[config.mk]
export PLATFORM = sky130hd
export DESIGN_NAME = cam_array
export DESIGN_NICKNAME = d
export VERILOG_FILES = /design/src/rtl/cam_pkg.sv /design/src/rtl/cam_array_encoder.sv /design/src/rtl/cam_array.sv
export SDC_FILE = /design/constraint.sdc
export NUM_CORES = 1
export LEC_CHECK = 0
export BUFFER_PORTS_ARGS = -buffer_cell sky130_fd_sc_hd__buf_4
export CAP_MARGIN = 30
export CORE_MARGIN = 4
export CORE_UTILIZATION = 66
export DETAILED_ROUTE_END_ITERATION = 7
export GPL_TIMING_DRIVEN = 0
export MAX_ROUTING_LAYER = met4
export PLACE_DENSITY_LB_ADDON = 0.3
export SETUP_SLACK_MARGIN = 0.15
export SLEW_MARGIN = 5
export SYNTH_ARGS = -nofsm -noshare
export SYNTH_HDL_FRONTEND = slang
export SYNTH_SLANG_ARGS = --single-unit
[constraint.sdc]
create_clock -name clk -period 9.35 [get_ports clk]
set_input_delay 2.3375 -clock clk [delete_from_list [all_inputs] [get_ports clk]]
set_output_delay 2.3375 -clock clk [all_outputs]
set_load 0.02 [all_outputs]
[src/rtl/cam_pkg.sv]
// cam_pkg: shared defaults and write-FSM encoding for the CAM
package cam_pkg;
  localparam int DATA_WIDTH_DEF = 16;
  localparam int ADDR_WIDTH_DEF = 4;
  typedef enum logic {IDLE, WRITE} wr_state_t;
endpackage

[src/rtl/cam_array_encoder.sv]
// cam_array_encoder: priority encoder, one-hot/any-hot vector to index with valid flag
module cam_array_encoder #(
  parameter int WIDTH = 16,
  parameter string LSB_PRIORITY = "HIGH"
) (
  input  logic [WIDTH-1:0]         input_unencoded,
  output logic                     output_valid,
  output logic [$clog2(WIDTH)-1:0] output_encoded
);
  localparam int W = $clog2(WIDTH);
  localparam bit LSB = LSB_PRIORITY == "HIGH";
  assign output_valid = |input_unencoded;
  always_comb begin
    output_encoded = '0;
    for (int i = 0; i < WIDTH; i++)
      if (input_unencoded[LSB ? WIDTH-1-i : i]) output_encoded = W'(LSB ? WIDTH-1-i : i);
  end
endmodule

[src/rtl/cam_array.sv]
// cam_array: content-addressable memory with registered write FSM and 2-stage search pipeline
module cam_array
  import cam_pkg::*;
#(
  parameter int DATA_WIDTH = DATA_WIDTH_DEF,
  parameter int ADDR_WIDTH = ADDR_WIDTH_DEF
) (
  input  logic                     clk,
  input  logic                     rst,
  input  logic [ADDR_WIDTH-1:0]    write_addr,
  input  logic [DATA_WIDTH-1:0]    write_data,
  input  logic                     write_delete,
  input  logic                     write_enable,
  output logic                     write_busy,
  input  logic [DATA_WIDTH-1:0]    compare_data,
  input  logic                     compare_valid,
  output logic                     compare_ready,
  output logic                     match_valid,
  output logic [2**ADDR_WIDTH-1:0] match_many,
  output logic                     match,
  output logic [ADDR_WIDTH-1:0]    match_addr,
  output logic                     match_multi
);
  localparam int DEPTH = 2**ADDR_WIDTH;
  wr_state_t state;
  logic [ADDR_WIDTH-1:0] wa;
  logic [DATA_WIDTH-1:0] wd;
  logic wdel;
  logic [DATA_WIDTH-1:0] mem [DEPTH];
  logic [DEPTH-1:0] valid;
  logic [DEPTH-1:0] hit;
  logic s1_valid;
  logic [DATA_WIDTH-1:0] key;
  assign write_busy = state == WRITE;
  assign compare_ready = state == IDLE && !write_enable;
  assign match_multi = |(match_many & (match_many - DEPTH'(1)));
  always_comb begin
    hit = '0;
    for (int i = 0; i < DEPTH; i++) hit[i] = valid[i] && mem[i] == key;
  end
  always_ff @(posedge clk) begin
    if (rst) begin
      state <= IDLE;
      valid <= '0;
      s1_valid <= 1'b0;
      match_valid <= 1'b0;
      match_many <= '0;
    end else begin
      if (state == IDLE && write_enable) begin
        state <= WRITE;
        wa <= write_addr;
        wd <= write_data;
        wdel <= write_delete;
      end else if (state == WRITE) begin
        state <= IDLE;
        valid[wa] <= !wdel;
      end
      s1_valid <= compare_valid && compare_ready;
      if (compare_valid && compare_ready) key <= compare_data;
      match_valid <= s1_valid;
      if (s1_valid) match_many <= hit;
    end
  end
  always_ff @(posedge clk)
    if (!rst && state == WRITE && !wdel) mem[wa] <= wd;
  cam_array_encoder #(.WIDTH(DEPTH), .LSB_PRIORITY("HIGH")) u_enc (
    .input_unencoded(match_many),
    .output_valid(match),
    .output_encoded(match_addr)
  );
endmodule

* Word level (Yosys, flattened, before mapping)
Memory sizes are Yosys's and may differ from the RTL's.
Index checks and enable logic that the tools add are counted.
** Storage, ports and cells
- Register bits :: 72
- RAM bits :: 256
- Bits of input ports :: 41
- Memories :: 1
** Operators by class
- Add/sub/neg operators :: 1
- Order comparisons :: 2
- Equality and inequality tests :: 16
- Muxes and demuxes :: 22
- Bitwise logic cells :: 4
- Reductions and logical operators :: 30
** Memory list
- mem :: depth 16, width 16, read ports 16, clocked after memory_dff 0, wr ports 1, line cam_array.sv:29 : logic [DATA_WIDTH-1:0] mem [DEPTH];
** Operators by type and width (number)
- 16-bit == test :: 16
- 4-bit 2-to-1 mux :: 16
- 16-bit OR reduction :: 2
- 1-bit logical AND :: 22
- 16-bit AND :: 1
- 16-bit bitwise mux :: 1
- 16-bit by 1-bit subtractor with 16-bit output, second input constant :: 1
- 2-bit AND reduction :: 3
- 4-bit by 5-bit < comparator with 1-bit output, second input constant :: 1
- 1-bit demux with 4-bit select :: 1
- 4-bit by 1-bit >= comparator with 1-bit output, second input constant :: 1
- 1-bit 2-to-1 mux :: 4
- 1-bit logical NOT :: 3
- 1-bit NOT :: 3

* Depth between registers and ports, before layout
- Word-level depth :: 16
- Depth in mapped cells :: 6
- Gate-level depth less buffers :: 5

* Modules after synthesis
From an unflattened synthesis, not the netlist that was laid out.
** Unflattened totals
- Cell total of the unflattened synthesis :: 878
- Area, all modules :: 13405.4 sq um
** By module, submodules not included
- cam_array :: times used 1, cells each 844, area each 13228.9 sq um, seq. area each 9499.1 sq um
- cam_array_encoder :: times used 1, cells each 34, area each 176.4 sq um, seq. area each 0.0 sq um

* Worst setup path after synthesis
No wires, ideal clock.
- Path type :: input to output
- From :: input write_enable
- To :: output compare_ready
- Arrival :: 2.617 ns
- Data required time :: 7.013 ns
- Setup slack :: 4.395 ns
- Stages on the path :: 1
- Buffers on the path :: 0
- Cells stage by stage :: nor2_1
** Between the ends
- Word-level cells in the longest chain between the ends :: 2
** RTL lines
- from (decl) :: line cam_array.sv:13 : input logic write_enable,
- 1-bit logical NOT :: line cam_array.sv:35 : assign compare_ready = state == IDLE && !write_enable;
- 1-bit logical AND :: line cam_array.sv:35
- to (decl) :: line cam_array.sv:17 : output logic compare_ready,
Every way passes these cells.

* Final worst setup path
Same ends and word-level chain as after synthesis.

==> metrics.txt <==
hold_buf cts 0; clk_lat worst skew 0.56 ns; dpl cells 1,222; fmax 0.198 GHz; crit path launch type input pin; routed length on met3 4110 um; power per cell area 187 nW/um^2; CTS max path bufs 3; Netlist cell types 37; Syn Nets 919; fin. max-slew vios 0; crit-path max cell delay 0.15 ns; drt drc 0; Leak Pwr 4.89 nW; CTS root buf clkbuf_16; crit-path max FO 5; Ys Warns 0; Placer Congestion 0.932; Worst EP required 7.01 ns; mapped cell area 13,400 sq um; Arr. time, crit path 2.71 ns; worst slack at placement 4.31 ns; cts repair resizes 0; period utilisation layout 0.539; Post-synth EDFFs 293; final cell count without fillers 1,279; most frequent cells in the layout edfxtp_1, xnor2_1, buf_4; top post-synthesis cells by area edfxtp_1, xnor2_1, dfxtp_1; Congestion Overflow GR 0; compound-cell area share of the yosys netlist 0.0298; overall power 2.87 mW; # Post-CTS Setup Buffers 0; most frequent CP cell buf_4; CTS tree yes; total track usage 0.307; min-delay src valid[3]$_SDFFE_PP0P_; TNS Setup 0 ns; TritonCTS sink count 328; Initial Util 0.680; global-route wire length before repair 48,000 um; Antenna Cells 0; fraction of layout cells with a size suffix above 1 0.168; XOR/XNOR Fraction of Synth Area 0.167; CP Capture Type primary output; # H-tree levels 1; Synth Flop Type edfxtp_1; share of the synthesized area in the top cell type 0.656; CP delay by family, top buffers and inverters; CP Cell Sequence buf_4 > nor2_1 > buf_4; #FFs+latches synth 328; dpl cell area 14,400 sq um; FF-to-FF setup slack 6.78 ns; R2R Path End match_many[2]$_SDFFE_PP0P_; die height 151 um; Final Hold Viols 0; post-route cell area 15,300 sq um; site row count 51; Worst-Margin Slew 1.05 ns; fin nets 1,032; CP Class input pin to primary output; Synth area leader edfxtp_1; number of buffers and inverters on the critical path 2; Core Region 19,700 sq um; hold crit path type flip-flop to flip-flop; max cap viols 0; CP Launch Point write_enable; TritonCTS Buffers 31; r2r worst-path depth 6; Ports 66; VDD IR max 0.160 mV; clk_skew 0.0108 ns; RSZ-0062 raised after global routing false; final setup margin 4.31 ns; Hold Path Depth 2; launch point of the worst reg-to-reg path key[0]$_DFFE_PP_; DR WL met2 15,200 um; HPWL after DPL 20,400 um; setup violators final 0; mux cell area share after synthesis 0; Hold WS 0.503 ns; Fill cells 1,083; share of async-settable or async-resettable flops after synthesis 0; Mean Syn Cell Area 15.3 sq um; CP max-delay cell buf_4; clk slew on worst S/H paths 0.06 ns; final design utilization 0.777; Hold Path End valid[3]$_SDFFE_PP0P_; Routed Wire Length 33,100 um; wire length per cell 25.9 um; drt pass-1 iters 6; DR top layer met4; Area growth syn-to-layout 14.2%; routed vias 7,981; Die X 151 um; initial antenna violation count 1; status completed; port bufs 65; commonest non-fill, non-tap cell in the layout edfxtp_1; Final min period 5.04 ns; Post-Synth Simple-Gate Area 0.0773; largest net degree at the start of global routing 17; Detail Route Antenna Nets 0; largest family of logic cells by synthesized area XOR/XNOR gates; vias in the first global route 7,706; Seq/Total Area, Yosys 0.708; WL met1 12,100 um; DR iter-0 viols 991; Cells after Synth 878; full die area 22,700 sq um; Via density 6.24; Rel. slew slack 0.302; post-synthesis adder-cell area fraction 0.000746
routing by layer:
metal | up-vias | GRT usage
met3 | 107 | 0.0491
li1 | 3458 | -
met4 | 0 | 0.136
met2 | 579 | 0.468
met1 | 3837 | 0.414
met5 | - | -
Yosys cell counts (3+ instances only):
cell and n:
clkbuf_1 9, nor3_1 24, dfxtp_1 35, xor2_1 48
nor4_1 19, a211oi_1 15, edfxtp_1 293, nand2b_1 3
nand4_1 48, or4_1 3, nand2_1 5, inv_1 3
o31ai_1 3, o21ai_0 4, xnor2_1 208, a22o_1 15
buf_2 33, nor2_1 57, nand3_1 20, a21oi_1 10
worst max-delay path by stage:
stage,depth (start not counted),to
after floorplan,1,compare_ready
after global placement,3,key[2]$_DFFE_PP_
after detailed placement,3,compare_ready
after CTS,3,compare_ready
after global routing,3,compare_ready
final,3,compare_ready
logic make-up after synthesis:
group | after synthesis
simple gates | 192
flops | 328
compound gates | 54
xor+xnor | 256
fa+ha+maj | 1
buf+inv | 47
area by class of cell:
cell class	instances	area [sq um]	share of cell area
multi-input cells	503	3710	0.242
flip-flops and latches	328	9500	0.620
clock inverters	6	28.8	0.00188
inverters	3	11.3	0.000735
plain buffers	44	214	0.0140
well taps	265	332	0.0216
clock buffers	50	917	0.0599
repair buffers	80	608	0.0397
flip-flops by register name, indices dropped and copies added, names as in the netlist:
register,cells
key,16
match_many,16
match_valid,1
mem,256
s1_valid,1
valid,16
wa,4
wd,16
wdel,1
write_busy,1
worst reg2reg max path: stages (launching register included):
cell and delay, ns:
edfxtp_1 0.31, clkbuf_1 0.67, buf_4 0.41, xnor2_1 0.16, nand4_1 0.12, nor4_1 0.64
a22o_1 0.22
where the power goes:
part / leakage (nW) / switching (mW) / internal, mW / total, mW
Clock: 0.468 / 0.502 / 0.664 / 1.17
Sequential: 2.93 / 0.0233 / 1.60 / 1.62
Combinational: 1.50 / 0.0486 / 0.0348 / 0.0834
Total: 4.89 / 0.574 / 2.30 / 2.87
No activity file was read; power rests on OpenSTA's default activity.
